[src/rtl/serial_subtractor_if.sv]
`default_nettype none
// ============================================================================
// Module      : serial_subtractor_if
// Description : Start/result handshake bundle for the bit-serial subtractor.
// Revision    : 1.0 - initial release
// ============================================================================
interface serial_subtractor_if #(
  parameter int WIDTH = 32
);
  logic             start_valid;
  logic             start_ready;
  logic [WIDTH-1:0] a;
  logic [WIDTH-1:0] b;
  logic             result_valid;
  logic             result_ready;
  logic [WIDTH-1:0] diff;
  logic             borrow_out;
  logic             overflow;
  logic             zero;

  modport master (
    output start_valid, a, b, result_ready,
    input  start_ready, result_valid, diff, borrow_out, overflow, zero
  );

  modport slave (
    input  start_valid, a, b, result_ready,
    output start_ready, result_valid, diff, borrow_out, overflow, zero
  );
endinterface
`default_nettype wire

[src/rtl/serial_subtractor.sv]
`default_nettype none
// ============================================================================
// Module      : serial_subtractor
// Description : Bit-serial two's-complement subtractor, LSB first, one
//               full-subtractor cell per clock, valid/ready handshakes.
// Revision    : 1.0 - initial release
// ============================================================================
module serial_subtractor #(
  parameter int WIDTH = 32
) (
  input  wire logic          clk,
  input  wire logic          reset,
  serial_subtractor_if.slave bus
);

  localparam int            CW           = $clog2(WIDTH);
  localparam logic [CW-1:0] c_last_count = CW'(WIDTH - 1);

  typedef enum logic [1:0] {
    ST_IDLE  = 2'd0,
    ST_SHIFT = 2'd1,
    ST_DONE  = 2'd2
  } state_t;

  state_t           r_state;
  state_t           w_next;
  logic [WIDTH-1:0] r_a_sh;
  logic [WIDTH-1:0] r_b_sh;
  logic [WIDTH-1:0] r_diff;
  logic [CW-1:0]    r_count;
  logic             r_borrow;
  logic             r_nonzero;
  logic             r_borrow_out;
  logic             r_overflow;
  logic             r_zero;

  logic             w_start_ready;
  logic             w_result_valid;
  logic             w_accept;
  logic             w_last;
  logic             w_d;
  logic             w_bout;

  // Full-subtractor cell on the current LSBs
  assign w_d    = r_a_sh[0] ^ r_b_sh[0] ^ r_borrow;
  assign w_bout = (~r_a_sh[0] & r_b_sh[0]) | (~r_a_sh[0] & r_borrow) | (r_b_sh[0] & r_borrow);

  assign w_accept = w_start_ready & bus.start_valid;
  assign w_last   = (r_count == c_last_count);

  always_ff @(posedge clk) begin
    if (reset) begin
      r_state <= ST_IDLE;
    end else begin
      r_state <= w_next;
    end
  end

  always_comb begin
    w_next         = r_state;
    w_start_ready  = 1'b0;
    w_result_valid = 1'b0;
    case (r_state)
      ST_IDLE: begin
        w_start_ready = 1'b1;
        if (bus.start_valid) w_next = ST_SHIFT;
      end
      ST_SHIFT: begin
        if (w_last) w_next = ST_DONE;
      end
      ST_DONE: begin
        w_result_valid = 1'b1;
        if (bus.result_ready) w_next = ST_IDLE;
      end
      default: w_next = ST_IDLE;
    endcase
  end

  always_ff @(posedge clk) begin
    if (reset) begin
      r_a_sh       <= '0;
      r_b_sh       <= '0;
      r_diff       <= '0;
      r_count      <= '0;
      r_borrow     <= 1'b0;
      r_nonzero    <= 1'b0;
      r_borrow_out <= 1'b0;
      r_overflow   <= 1'b0;
      r_zero       <= 1'b0;
    end else begin
      case (r_state)
        ST_IDLE: begin
          if (w_accept) begin
            r_a_sh       <= bus.a;
            r_b_sh       <= bus.b;
            r_diff       <= '0;
            r_count      <= '0;
            r_borrow     <= 1'b0;
            r_nonzero    <= 1'b0;
            r_borrow_out <= 1'b0;
            r_overflow   <= 1'b0;
            r_zero       <= 1'b0;
          end
        end
        ST_SHIFT: begin
          r_a_sh    <= r_a_sh >> 1;
          r_b_sh    <= r_b_sh >> 1;
          r_diff    <= {w_d, r_diff[WIDTH-1:1]};
          r_borrow  <= w_bout;
          r_nonzero <= r_nonzero | w_d;
          r_count   <= r_count + 1'b1;
          // On the last step the LSBs of the shifters are the operand sign bits
          if (w_last) begin
            r_borrow_out <= w_bout;
            r_overflow   <= (r_a_sh[0] != r_b_sh[0]) && (w_d != r_a_sh[0]);
            r_zero       <= ~(r_nonzero | w_d);
          end
        end
        default: ;
      endcase
    end
  end

  assign bus.start_ready  = w_start_ready;
  assign bus.result_valid = w_result_valid;
  assign bus.diff         = r_diff;
  assign bus.borrow_out   = r_borrow_out;
  assign bus.overflow     = r_overflow;
  assign bus.zero         = r_zero;

endmodule
`default_nettype wire
[src/flat_wrapper.sv]
// flat-port wrapper written by rule: the top's interface ports become plain ports
module serial_subtractor_flat 
#(
  parameter int WIDTH = 32
)
  (clk, reset, bus_start_valid, bus_a, bus_b, bus_result_ready, bus_start_ready, bus_result_valid, bus_diff, bus_borrow_out, bus_overflow, bus_zero);
  serial_subtractor_if #(.WIDTH(WIDTH)) bus_i ();
  input  wire logic clk;
  input  wire logic reset;
  input wire logic [$bits(bus_i.start_valid)-1:0] bus_start_valid;
  input wire logic [$bits(bus_i.a)-1:0] bus_a;
  input wire logic [$bits(bus_i.b)-1:0] bus_b;
  input wire logic [$bits(bus_i.result_ready)-1:0] bus_result_ready;
  output wire logic [$bits(bus_i.start_ready)-1:0] bus_start_ready;
  output wire logic [$bits(bus_i.result_valid)-1:0] bus_result_valid;
  output wire logic [$bits(bus_i.diff)-1:0] bus_diff;
  output wire logic [$bits(bus_i.borrow_out)-1:0] bus_borrow_out;
  output wire logic [$bits(bus_i.overflow)-1:0] bus_overflow;
  output wire logic [$bits(bus_i.zero)-1:0] bus_zero;
  assign bus_i.start_valid = bus_start_valid;
  assign bus_i.a = bus_a;
  assign bus_i.b = bus_b;
  assign bus_i.result_ready = bus_result_ready;
  assign bus_start_ready = bus_i.start_ready;
  assign bus_result_valid = bus_i.result_valid;
  assign bus_diff = bus_i.diff;
  assign bus_borrow_out = bus_i.borrow_out;
  assign bus_overflow = bus_i.overflow;
  assign bus_zero = bus_i.zero;
  serial_subtractor #(.WIDTH(WIDTH)) u_core (.clk(clk), .reset(reset), .bus(bus_i));
endmodule
[config.mk]
export PLATFORM = sky130hd
export DESIGN_NAME = serial_subtractor_flat
export DESIGN_NICKNAME = d
export VERILOG_FILES = /design/src/rtl/serial_subtractor_if.sv /design/src/rtl/serial_subtractor.sv /design/src/flat_wrapper.sv
export SDC_FILE = /design/constraint.sdc
export NUM_CORES = 1
export LEC_CHECK = 0
export ABC_AREA = 1
export CORE_AREA = 2 2 95 97
export CTS_BUF_LIST = sky130_fd_sc_hd__clkbuf_4 sky130_fd_sc_hd__clkbuf_8
export CTS_CLUSTER_SIZE = 28
export DETAILED_ROUTE_END_ITERATION = 6
export DIE_AREA = 0 0 97 99
export PLACE_DENSITY_LB_ADDON = 0.08
export SYNTH_ARGS = -nofsm -noshare
export SYNTH_HDL_FRONTEND = slang
export SYNTH_SLANG_ARGS = --single-unit
[constraint.sdc]
create_clock -name clk -period 2.4 [get_ports clk]
set_input_delay 0.24 -clock clk [delete_from_list [all_inputs] [get_ports clk]]
set_output_delay 0.24 -clock clk [all_outputs]
set_load 0.005 [all_outputs]
After elaboration in Yosys (flattened, before gate mapping). Cells that the tools add are included.

Multiply operators: 0. Bitwise logic cells: 11. Shift operators: 0. Divide/modulo/power cells: 0. Order comparisons: 0. Reductions and logical operators: 6. Add/sub/neg operators: 1. Muxes and demuxes: 23. Equality and inequality tests: 9.

Operators by type and width (number): case mux 32 bit (2 select lines) (3); 2-to-1 mux 32 bit (3); case mux 1 bit (2 select lines) (5); case mux 5 bit (2 select lines) (1); 2-to-1 mux 1 bit (6); 2-to-1 mux 2 bit (3); case mux 2 bit (3 select lines) (1); AND reduction 3 bit (2); adder 5 x 1 -> 5 bit (second input constant) (1); equality test 5 bit (second input constant) (1); 2-to-1 mux 5 bit (1); AND 1 bit (4); != test 2 x 1 -> 1 bit (second input constant) (2); != test 2 bit (second input constant) (2); OR 1 bit (3); equality test 2 x 1 -> 1 bit (second input constant) (1); equality test 2 bit (second input constant) (1); logical NOT 2 bit (1); != test 1 bit (2); NOT 1 bit (2); AND reduction 2 bit (1); nonzero test 2 bit (1); XOR 1 bit (2); logical AND 1 bit (1).

Memories: 0. Output and inout port bits: 37. Logic and storage cells: 60. Memory bits (writable): 0. Input bits: 68. Bits in latches: 0. Register bits after elaboration: 108. Bits in read-only memories: 0.

Longest topological paths before layout.
Depth in word-level cells: 6. Gate-level depth with buffers: 9. Depth with buffers taken out: 9.

Worst setup path after synthesis. OpenSTA, ideal clock, no wires.

Path type: register to register. From: reg u_core.r_count[0]. To: reg u_core.r_overflow (netlist: u_core.bus.overflow). Arrival time: 1.254 ns. Stages on the path, launching flop included: 10. Clock period less this slack: 1.367 ns. Required time: 2.287 ns. Path buffers: 0. Slack: 1.033 ns. Cell sequence: dfxtp_1 ha_1 inv_1 nor3_1 ha_1 nand3_1 nand2_1 nand2_1 nand2_1 nor2_1.

Longest elaborated chain between the ends: 3.

Ends and longest elaborated chain: start, declared (line serial_subtractor.sv:30) `logic [CW-1:0] r_count;`; start signal, assigned (line serial_subtractor.sv:111) `r_count <= r_count + 1'b1;`; equality test 5 bit (line serial_subtractor.sv:49) `assign w_last = (r_count == c_last_count);`; != test 2 x 1 -> 1 bit (no source line); AND reduction 3 bit (no source line); end signal, assigned (line serial_subtractor.sv:115) `r_overflow <= (r_a_sh[0] != r_b_sh[0]) && (w_d != r_a_sh[0]);`; end, declared (line serial_subtractor.sv:34) `logic r_overflow;`.

No other way between the ends. A chain may end at the register's enable or synchronous reset.

Final worst setup path.
From: reg u_core.r_state[1]. To: reg u_core.r_b_sh[8].

Longest elaborated chain between the ends: 5.

Ends and longest elaborated chain: start, declared (line serial_subtractor.sv:25) `state_t r_state;`; start signal, assigned (line serial_subtractor.sv:55) `r_state <= w_next;`; logical NOT 2 bit (line serial_subtractor.sv:63, serial_subtractor.sv:91); 2-to-1 mux 1 bit (line serial_subtractor.sv:63) `case (r_state)`; AND 1 bit (line serial_subtractor.sv:48) `assign w_accept = w_start_ready & bus.start_valid;`; != test 2 x 1 -> 1 bit (no source line); AND reduction 2 bit (no source line); end signal, assigned (line serial_subtractor.sv:95) `r_b_sh <= bus.b;`; end signal, assigned (line serial_subtractor.sv:107) `r_b_sh <= r_b_sh >> 1;`; end, declared (line serial_subtractor.sv:28) `logic [WIDTH-1:0] r_b_sh;`.

Parallel ways exist; a longest one is shown, timed or not.

==> flow_metrics.env <==
export IMPL_synth_fp_nets=769
export IMPL_cts_tree="yes"
export IMPL_slew_violations=0
export IMPL_area_growth_pct=26.1
export IMPL_placementRows=34
export IMPL_overflow=0
export IMPL_wl_um=10500
export IMPL_crit_fanout=39
export IMPL_place_area_mm2=0.00568
export IMPL_ys_warn_count=0
export IMPL_die_x_um=97
export IMPL_synth_cell_types=23
export IMPL_seq_area_frac_synth_pct=46.4
export IMPL_clk_latency_ns=0.36
export IMPL_start_util_pct=54.5
export IMPL_pin_count=105
export IMPL_p_leak_nw=2.49
export IMPL_path_cells="inv_1 -> nand2_2 -> clkinv_2 -> buf_4 -> nand2_1 -> nand2_1 -> nor2_1 -> nor2_1"
export IMPL_drtPass1Iterations=4
export IMPL_fin_tns_setup_ns=0
export IMPL_syn_avg_cell_area_um2=6.68
export IMPL_globalplace_congestion=0.777
export IMPL_start_kind="flip-flop"
export IMPL_post_drt_wl_per_cell_um=11.8
export IMPL_period_share_pct=74.7
export IMPL_drc=0
export IMPL_vias_per_cell=4.99
export IMPL_power_density_mw_per_mm2=613
export IMPL_n_antenna_cell=0
export IMPL_via_count=4424
export IMPL_clk_pin_slew_ns=0.09
export IMPL_ctsHoldBuffers=0
export IMPL_drtAntennaViolNets=0
export IMPL_tightest_slew_ns=0.907
export IMPL_die_area_mm2=0.00960
export IMPL_clkSinkCount=108
export IMPL_p_total_w=0.00360
export IMPL_hold_viol=0
export IMPL_critPathArrivalTime_ns=2.04
export IMPL_relSlewSlack_pct=39.5
export IMPL_design_area_mm2=0.00588
export IMPL_cts_made_buffers=9
export IMPL_dp_slack_ns=0.478
export IMPL_skew_ns=0.00899
export IMPL_critPathKind="flip-flop to flip-flop"
export IMPL_fin_ws_ns=0.608
export IMPL_post_cts_setup_buffers=0
export IMPL_peakVddDrop_mv=0.482
export IMPL_track_usage_pct=22.1
export IMPL_setup_violations=0
export IMPL_syn_instance_count=697
export IMPL_ys_ff_latch=108
export IMPL_initialDrtViolationCount=182
export IMPL_antenna_found_initial=0
export IMPL_status="completed"
export IMPL_htree_levels=3
export IMPL_grt_pass1_vias=4203
export IMPL_dp_hpwl_um=6540
export IMPL_drive_above_1_share_pct=3.73
export IMPL_cp_required_ns=2.65
export IMPL_port_buffers=104
export IMPL_core_mm2=0.00855
export IMPL_cts_max_path_buffers=2
export IMPL_grt_pass1_wl_um=18000
export IMPL_syn_area_mm2=0.00466
export IMPL_rsz0062_at_grt="no"
export IMPL_post_route_min_period_ns=1.79
export IMPL_cp_slowest_cell="clkinv_2"
export IMPL_fin_nets=845
export IMPL_min_path_type="input pin to flip-flop"
export IMPL_root_buffer="clkbuf_8"
export IMPL_fp_dieH_um=99
export IMPL_critPathCaptureType="flip-flop"
export IMPL_grt_start_max_net_pins=102
export IMPL_fmax_mhz=558
export IMPL_timing_critical_path_slowest_cell_delay_ns=0.45
export IMPL_cap_violations=0
export IMPL_cts_resized=0
logic make-up after synthesis:
logic type	after synthesis	synth area share (%)
compound gates	112	12.2
simple gates	412	33.5
fa+ha+maj	4	1.24
buf+inv	61	6.66
flops	108	46.4
cells in the mapped netlist:
| library cell | n | area [µm²] |
|---|---|---|
| inv_2 | 2 | 7.51 |
| o21ai_0 | 54 | 270 |
| ha_1 | 3 | 37.5 |
| buf_6 | 4 | 45.0 |
| nand2_2 | 1 | 6.26 |
| nand2_1 | 271 | 1020 |
| nor2_2 | 1 | 6.26 |
| nor3_1 | 1 | 5.00 |
| o21a_1 | 1 | 7.51 |
| a21oi_1 | 43 | 215 |
| clkbuf_2 | 3 | 15.0 |
| o21ai_1 | 13 | 65.1 |
| nand3_1 | 5 | 25.0 |
| dfxtp_1 | 108 | 2160 |
| o21ai_2 | 1 | 8.76 |
| buf_4 | 6 | 45.0 |
| clkinv_2 | 1 | 5.00 |
| clkbuf_1 | 14 | 52.6 |
| nand4_1 | 1 | 6.26 |
| inv_1 | 12 | 45.0 |
| nor2_1 | 132 | 495 |
| fa_1 | 1 | 20.0 |
| buf_2 | 19 | 95.1 |
area by class of cell:
type,count,area [µm²]
Fill cell,731,2680
Multi-Input combinational cell,528,2190
Sequential cell,108,2160
Timing Repair Buffer,111,1130
Clock buffer,12,165
Tap cell,108,135
Inverter,15,57.6
Clock inverter,4,31.3
critical path: cells and delay by family (launching register included):
kind,cells,cell delay (ns)
and+or+nand+nor,5,0.36
DFF,1,0.35
buffers and inverters,3,0.97
final timing paths:
check	from	end	slack, ns	cells after the start
setup / recovery	u_core.r_state[1]	u_core.r_b_sh[8]	0.61	8
hold / removal	bus_b[31]	u_core.r_b_sh[31]	0.45	3
setup reg to reg	u_core.r_state[1]	u_core.r_b_sh[8]	0.61	8
hold reg to reg	u_core.r_nonzero	u_core.r_nonzero	0.46	2
report_power, final:
part | internal [W] | switching, W
clock | 0.000467 | 0.000593
combinational | 0.000255 | 0.000329
sequential | 0.00190 | 0.0000577
total | 0.00262 | 0.000980
per-stage QoR:
step | std cells | hold slack (ns) | util (%)
2_1_floorplan | 697 | 0.383 | -
3_3_place_gp | 870 | 0.441 | 66.4
3_5_place_dp | 870 | 0.453 | 66.4
4_1_cts | 886 | 0.446 | 68.7
5_1_grt | 886 | 0.447 | 68.7
6_report | 886 | 0.453 | 68.7
registers in the layout, summed over array words and instances (netlist names):
signal,count
u_core.bus.diff,32
u_core.r_a_sh,32
u_core.r_b_sh,32
u_core.r_count,5
u_core.r_state,2
u_core.bus.borrow_out,1
u_core.bus.overflow,1
u_core.bus.zero,1
u_core.r_borrow,1
u_core.r_nonzero,1
layer usage:
layer	GRT usage, %	up-vias	routed length [µm]
li1	-	2319	-
met2	37.2	100	4790
met4	6.07	0	127
met1	27.6	1995	4810
met5	0	-	0
met3	6.95	10	749
cell usage in the layout, fill, tap and decap left out, drive strengths merged:
| cell | count |
|---|---|
| nor3 | 1 |
| o21a | 1 |
| nand3 | 5 |
| a21oi | 43 |
| inv | 15 |
| clkinv | 1 |
| nor2 | 133 |
| nand4 | 1 |
| fa | 1 |
| o21ai | 68 |
| nand2 | 272 |
| clkdlybuf4s50 | 104 |
| clkbuf | 12 |
| clkinvlp | 3 |
| buf | 7 |
| dfxtp | 108 |
| ha | 3 |
Power figures use the tool's default switching activity.
